File: src/rtl/fft_pkg.sv
// Shared FFT-pipeline definitions: lane-ordering codes, default sample width, clog2.
// No logic; imported by the deserialiser and butterfly stages.
// No flow control of its own.
package fft_pkg;

   localparam int   WORDLENGTH_DEF = 16;
   localparam logic ORDER_NAT      = 1'b0;
   localparam logic ORDER_REV      = 1'b1;

   function automatic int clog2(input int n);
      int r;
      r = 0;
      while ((1 << r) < n) r++;
      return r;
   endfunction

endpackage

File: src/rtl/s2p_frame.sv
// Serial-to-parallel deserialiser: packs LANES accepted samples into one output group.
// Latency: group valid 1 clk after the accept of its last sample.
// Backpressure: only the completing sample stalls while an unconsumed group is held.
module s2p_frame
   import fft_pkg::*;
#(
   parameter int WORDLENGTH = WORDLENGTH_DEF,
   parameter int LANES      = 4
) (
   input  logic                          clk,
   input  logic                          rst,
   input  logic                          in_valid,
   input  logic                          in_sop,
   input  logic [WORDLENGTH-1:0]         in_data,
   output logic                          in_ready,
   input  logic                          order_rev,
   output logic                          out_valid,
   input  logic                          out_ready,
   output logic [LANES*WORDLENGTH-1:0]   out_data,
   output logic                          err_short
);

   localparam int               CNT_W = clog2(LANES);
   localparam logic [CNT_W-1:0] LAST  = CNT_W'(LANES - 1);

   logic [CNT_W-1:0]            cnt;
   logic [CNT_W-1:0]            cnt_nxt;
   logic [WORDLENGTH-1:0]       sh [LANES-1];
   logic [WORDLENGTH-1:0]       samp [LANES];
   logic [LANES*WORDLENGTH-1:0] group;
   logic [LANES*WORDLENGTH-1:0] out_data_nxt;
   logic                        out_valid_nxt;
   logic                        err_short_nxt;
   logic                        accept;

   // Only the group-completing sample must wait for the output register to free up.
   assign in_ready = !(cnt == LAST && out_valid && !out_ready);
   assign accept   = in_valid && in_ready;

   // After LANES-1 shifts sh[j] holds sample j; the live input is always the last sample.
   always_comb begin
      for (int j = 0; j < LANES - 1; j++) begin
         samp[j] = sh[j];
      end
      samp[LANES-1] = in_data;
   end

   always_comb begin
      group = '0;
      for (int k = 0; k < LANES; k++) begin
         group[k*WORDLENGTH +: WORDLENGTH] = (order_rev == ORDER_REV) ? samp[LANES-1-k] : samp[k];
      end
   end

   always_comb begin
      cnt_nxt       = cnt;
      out_valid_nxt = out_valid;
      out_data_nxt  = out_data;
      err_short_nxt = 1'b0;
      if (out_valid && out_ready) begin
         out_valid_nxt = 1'b0;
      end
      if (accept) begin
         if (in_sop) begin
            cnt_nxt       = CNT_W'(1);
            err_short_nxt = (cnt != '0);
         end else if (cnt == LAST) begin
            // A same-cycle consume is overridden here, giving back-to-back groups.
            cnt_nxt       = '0;
            out_valid_nxt = 1'b1;
            out_data_nxt  = group;
         end else begin
            cnt_nxt = cnt + 1'b1;
         end
      end
   end

   always_ff @(posedge clk) begin
      if (rst) begin
         cnt       <= '0;
         out_valid <= 1'b0;
         out_data  <= '0;
         err_short <= 1'b0;
      end else begin
         cnt       <= cnt_nxt;
         out_valid <= out_valid_nxt;
         out_data  <= out_data_nxt;
         err_short <= err_short_nxt;
      end
   end

   // Stale samples of a discarded partial group are simply shifted out by the new group.
   always_ff @(posedge clk) begin
      if (rst) begin
         for (int j = 0; j < LANES - 1; j++) begin
            sh[j] <= '0;
         end
      end else if (accept) begin
         for (int j = 0; j < LANES - 2; j++) begin
            sh[j] <= sh[j+1];
         end
         sh[LANES-2] <= in_data;
      end
   end

endmodule

File: config.mk
export PLATFORM = sky130hd
export DESIGN_NAME = s2p_frame
export DESIGN_NICKNAME = d
export VERILOG_FILES = /design/src/rtl/fft_pkg.sv /design/src/rtl/s2p_frame.sv
export SDC_FILE = /design/constraint.sdc
export NUM_CORES = 1
export LEC_CHECK = 0
export CAP_MARGIN = 10
export CORE_ASPECT_RATIO = 0.8
export CORE_MARGIN = 5
export CORE_UTILIZATION = 40
export CTS_CLUSTER_SIZE = 10
export DETAILED_ROUTE_END_ITERATION = 12
export DONT_BUFFER_PORTS = 1
export PLACE_DENSITY = 0.56
export SYNTH_ARGS = -nofsm -noshare
export SYNTH_HDL_FRONTEND = slang
export SYNTH_SLANG_ARGS = --single-unit
File: constraint.sdc
create_clock -name clk -period 2.3 [get_ports clk]
set_input_delay 0.115 -clock clk [delete_from_list [all_inputs] [get_ports clk]]
set_output_delay 0.115 -clock clk [all_outputs]
set_load 0.05 [all_outputs]
==> results of run 1 <==
cell families after synthesis:
kind of cell / count (synthesis) / synth area share
flops: 116 / 0.5350
simple gates: 61 / 0.07261
fa+ha+maj: 2 / 0.004776
buf+inv: 45 / 0.05039
mux: 64 / 0.1223
compound gates: 132 / 0.2150
routing by layer:
layer	share of wire	routed length (µm)
met5	0	0
met4	0.011	128
met2	0.48	5801
met3	0.066	801
met1	0.45	5408
layout make-up:
cell class                      instances  area (µm²)  share of cell area
Clock buffer                           24       535.5             0.08834
Clock inverter                          8       41.29            0.006811
Inverter                                4       15.01            0.002477
Multi-Input combinational cell        259        2185              0.3604
Sequential cell                       116        2803              0.4623
Tap cell                              175       219.0             0.03612
Timing Repair Buffer                   26       264.0             0.04355
flip-flops by register name, summed over array words and instances (netlist names):
register	cells
sh	48
out_data	64
out_valid	1
cnt	2
err_short	1
metrics by stage:
stage                       util  instance area, µm²  setup WS, ns  hold WS [ns]
after CTS                 0.4707                6058       0.05779       -0.2382
after global routing      0.4710                6062       0.04003       -0.2245
after global placement    0.4096                5271        0.3666        0.1942
after floorplan                -                5239        0.3473        0.2621
after detailed placement  0.4096                5271        0.3094        0.1932
final                     0.4710                6062        0.1995       -0.1913
worst min-delay path by stage:
stage          depth (start not counted)      endpoint  slack, ns     start
2_1_floorplan                          2        cnt[1]       0.26  in_valid
3_3_place_gp                           1  out_data[35]       0.19       rst
3_5_place_dp                           1  out_data[35]       0.19       rst
4_1_cts                                1  out_data[35]      -0.24       rst
5_1_grt                                1  out_data[35]      -0.22       rst
6_report                               1  out_data[35]      -0.19       rst
synthesized netlist by cell type:
| cell | count |
|---|---|
| buf_2 | 16 |
| buf_6 | 7 |
| o31ai_1 | 1 |
| nor2_1 | 4 |
| dfxtp_1 | 68 |
| buf_1 | 1 |
| edfxtp_1 | 48 |
| buf_4 | 6 |
| nand4_1 | 1 |
| ha_1 | 2 |
| nand2b_1 | 1 |
| a211oi_1 | 5 |
| mux2i_1 | 64 |
| nor3_2 | 1 |
| a211oi_2 | 60 |
| inv_2 | 1 |
| a21oi_1 | 66 |
| clkbuf_1 | 11 |
| and2_1 | 49 |
| nand2_1 | 1 |
| inv_1 | 3 |
| and3b_1 | 3 |
| or2_2 | 1 |
power by group:
| part | switching (mW) | internal [mW] | leakage [nW] |
|---|---|---|---|
| sequential | 0.0747 | 2.22 | 1.07 |
| clock | 0.899 | 1.61 | 0.295 |
| combinational | 0.114 | 0.113 | 0.816 |
| total | 1.09 | 3.95 | 2.19 |
what timing repair did:
action | in CTS | in global routing
hold endpoints to repair | 84 | 64
resized for setup | 0 | 1
setup endpoints to repair | 0 | 1
==> out/qor.yml, run 1 <==
global_routing:
  grt_use_met3: 0.05735
  grt_start_max_net_pins: 71
  grtUsageTotal: 0.1610
  grt_use_met1: 0.2024
  antenna_found_initial: 0
  grtUsageMet2: 0.2578
  overflow: 0
  grt_pass1_wl_um: 19310
  grt-busiest-layer: "met2"
  grt_pass1_vias: 3453
finish:
  diodes: 0
  final_common_cell: "dfxtp_1"
  layout.cells.non_filler: 612
  nets: 448
  drive_gt1_frac: 0.2311
  fill_cells: 1220
  syn_to_final_growth_pct: 15.72
  layout_common_cells: "dfxtp_1, a21oi_1, mux2i_1"
die:
  ioPinCount: 89
  die-area_um2: 15500
  start_util: 0.4071
  fp.dieH_um: 112.4
  fp.dieW_um: 138.0
  core-area_um2: 12870
  placementRows: 37
drt:
  wl_per_cell_um: 19.84
  antenna_left: 0
  vias_per_cell: 5.446
  dr.first_iter.drc_count: 136
  route.detailed.drc: 0
  first_pass_iters: 5
  wl_um: 12140
  vias: 3333
critical_path:
  setup.worst_path.start: "cnt[0]"
  ff2ff_path_depth: 6
  cpPeakStageDelay_ns: 0.55
  critical_path.slowest_cell: "dlygate4sd3_1"
  critPathRequiredTime_ns: 2.65
  crit_end: "out_valid"
  startpoint_type: "register"
  crit_buf_inv: 2
  cp.arrival_ns: 2.45
  r2r-start: "cnt[0]"
  crit_family: "buffers and inverters"
  cp-end-kind: "register"
  path_depth: 6
  reg2reg_slack_ns: 0.20
  crit_path_cell_trace: "ha_1 -> and3b_2 -> buf_6 -> nand2_1 -> a21oi_1 -> dlygate4sd3_1"
  critical_path_class: "reg -> reg"
  path_max_fanout: 65
  regToRegEndpoint: "out_valid"
power:
  ir_drop_mv: 0.4695
  cellPowerDensity_nw_per_um2: 830.9
  power_mw: 5.037
  p_leak_nw: 2.186
synth:
  synth_top_area_cell: "edfxtp_1"
  syn_inst: 420
  synth_area_per_cell_um2: 12.47
  syn_area_um2: 5239
  yosys_warnings: 0
  syn-num-nets: 444
  yosys_register_bits: 116
  yosys.area.top_type_share: 0.2751
  synth.distinct_cells: 23
  synth_area_leaders: "edfxtp_1, dfxtp_1, a211oi_2"
  ys_seq_area_frac: 0.5350
cts:
  cts_setup_buffers: 0
  htreeDepth: 4
  clock_latency_ns: 0.40
  clk_pin_slew_ns: 0.06
  cts_buffers: 17
  cts_num_sinks: 116
  cts_hold_buf: 21
  cts_tree: "built"
  clock-root-buffer: "clkbuf_16"
  max-clock-path-buffers: 2
timing:
  setup-violations-final: 0
  max_freq_ghz: 0.4761
  clock_skew_ns: 0.008093
  setup_tns_ns: 0
  worst_pin_slew_ns: 1.092
  fin_crit_ns: 2.100
  maxSlewHeadroom: 0.2723
  rsz0062_at_grt: "no"
  whs_ns: -0.1913
  hold_viol: 64
  slew_violations: 0
  timing.final.crit_share: 0.9132
placed_design:
  placed_cells: 559
  numPortBuffers: 0
  hpwl_um: 7009
  gp_congestion: 0.7318
run:
  maxCapViolCount: 0
run_status:
  status: "finished, violations left"
  failed_checks: "negative hold slack"
worst_hold_path:
  hold_path_class: "in -> reg"
(Power assumes the default switching activity.)
==> inputs of run 2 (changes only) <==
--- a/config.mk
+++ b/config.mk
@@ -5,6 +5,7 @@
 export SDC_FILE = /design/constraint.sdc
 export NUM_CORES = 1
 export LEC_CHECK = 0
+export ABC_AREA = 1
 export CAP_MARGIN = 10
 export CORE_ASPECT_RATIO = 0.8
 export CORE_MARGIN = 5
==> out/qor.yml, run 2 <==
cts:
  cts_setup_buffers: 0
  clk_pin_slew_ns: 0.05
  htreeDepth: 4
  cts_resized: 0
  cts_num_sinks: 116
  cts_buffers: 17
  max-clock-path-buffers: 2
  clock-root-buffer: "clkbuf_16"
  clock_latency_ns: 0.41
  cts_tree: "built"
placed_design:
  hpwl_um: 8379
  gp_congestion: 0.8317
  numPortBuffers: 0
synth:
  synth.distinct_cells: 18
  yosysMostFrequentCell: "nand2_1"
  synth_edf_count: 48
  yosys.area.top_type_share: 0.2719
  syn-num-nets: 763
  synth_top_area_cell: "edfxtp_1"
  yosys_register_bits: 116
  ys_seq_area_frac: 0.5287
  yosys_warnings: 0
  synth_common_cells: "nand2_1, nor2_1, inv_1"
  synth_area_leaders: "edfxtp_1, dfxtp_1, nand2_1"
  syn_area_um2: 5301
  synth_flop_cell: "dfxtp_1"
  syn_inst: 739
  async_flop_share: 0
  synth_area_per_cell_um2: 7.174
finish:
  final_common_cell: "nand2_1"
  drive_gt1_frac: 0.04993
  diodes: 0
  largest-register: "out_data"
  seqCellArea_um2: 2803
  top_regs: "out_data x64, sh x48, cnt x2"
  syn_to_final_growth_pct: 17.32
  largest_reg_flops: 64
  multi_input_area_um2: 1813
  nets: 772
  layout_common_cells: "nand2_1, nor2_1, inv_1"
  fill_cells: 1289
timing:
  hold_viol: 0
  rsz0062_at_grt: "no"
  max_freq_ghz: 0.5537
  clock_skew_ns: 0.008833
  slew_violations: 0
  worst_pin_slew_ns: 0.6795
  fin_crit_ns: 1.806
  maxSlewHeadroom: 0.5470
  timing.final.crit_share: 0.7853
  setup_tns_ns: 0
  setup-violations-final: 0
global_routing:
  grtUsageTotal: 0.1697
  grt_pass1_vias: 4082
  grt-busiest-layer: "met2"
  grt_pass1_wl_um: 20870
  grtUsageMet2: 0.2695
  grt_use_met3: 0.05703
  antenna_found_initial: 0
  grt_use_met1: 0.2168
  grt_start_max_net_pins: 130
  overflow: 0
critical_path:
  path_max_fanout: 3
  cp.arrival_ns: 2.12
  reg2reg_slack_ns: 0.49
  cp-end-kind: "register"
  critPathRequiredTime_ns: 2.61
  startpoint_type: "register"
  critical_path_class: "reg -> reg"
run:
  maxCapViolCount: 0
power:
  cellPowerDensity_nw_per_um2: 817.2
  p_leak_nw: 3.062
  power_mw: 5.083
  ir_drop_mv: 0.6006
die:
  core-area_um2: 12920
  start_util: 0.4104
  fp.dieH_um: 113.0
  placementRows: 37
  die-area_um2: 15670
  fp.dieW_um: 138.7
  ioPinCount: 89
drt:
  dr.first_iter.drc_count: 373
  wl_um: 13060
  route.detailed.drc: 0
  wl_per_cell_um: 13.96
  antenna_left: 0
  first_pass_iters: 5
  vias: 4238
  vias_per_cell: 4.528
run_status:
  status: "finished, final reports clean"
worst_hold_path:
  hold_path_class: "in -> reg"
==> run 2: metal layers <==
metal	part of all wire	up-vias
met5	0	-
met4	0.013	0
met3	0.070	18
met2	0.46	96
met1	0.46	1915
li1	-	2209
==> run 2: logic make-up after synthesis <==
kind of cell | after synthesis | share of synthesized area
and+or+nand+nor | 380 | 0.2717
buffers and inverters | 174 | 0.1317
DFF | 116 | 0.5287
AOI/OAI and AO/OA | 67 | 0.06325
adders and majority gates | 2 | 0.004720
==> run 2: path summary, 6_finish.rpt <==
path / start / to / cells past startpoint
worst min-delay path: in_data[9] / out_data[9] / 4
worst min register to register: out_valid / out_valid / 2
worst max-delay path: cnt[0] / cnt[0] / 7
worst max register to register: cnt[0] / cnt[0] / 7
==> run 2: what timing repair did <==
action | in CTS | in global routing
setup endpoints to repair | 0 | 0
hold endpoints to repair | 49 | 0
hold buffers | 24 | 0
==> run 2: layout make-up <==
class	count	share of cell area
clock buffer	28	0.08308
clock inverter	4	0.007242
inverter	134	0.08087
multi-input combinational	449	0.2915
sequential	116	0.4506
tap	175	0.03520
timing repair buffer	30	0.05150
==> run 2: where the power goes <==
part           switching [mW]  internal [mW]  leakage [nW]
Clock                   0.878           1.62         0.278
Sequential             0.0727           2.22          1.08
Combinational           0.191         0.0965          1.71
==> run 2: critical path, stage by stage, from the launching register on <==
cell           delay (ns)
dfxtp_1              0.32
ha_1                 0.23
nand3_2              0.12
buf_4                0.23
nand4_1              0.13
dlygate4sd3_1        0.58
nand2_1              0.07
inv_1                0.03
==> run 2: stage by stage <==
stage	std cells	hold slack [ns]	worst slack, ns	instance area (µm²)	utilization
floorplan	739	0.1841	0.1505	5309	-
global placement	880	0.1860	0.7916	5408	0.4187
detailed placement	880	0.1882	0.6923	5408	0.4187
CTS	936	0.00009026	0.5442	6220	0.4815
global route	936	0.01628	0.4024	6220	0.4815
finish	936	0.01337	0.4938	6220	0.4815
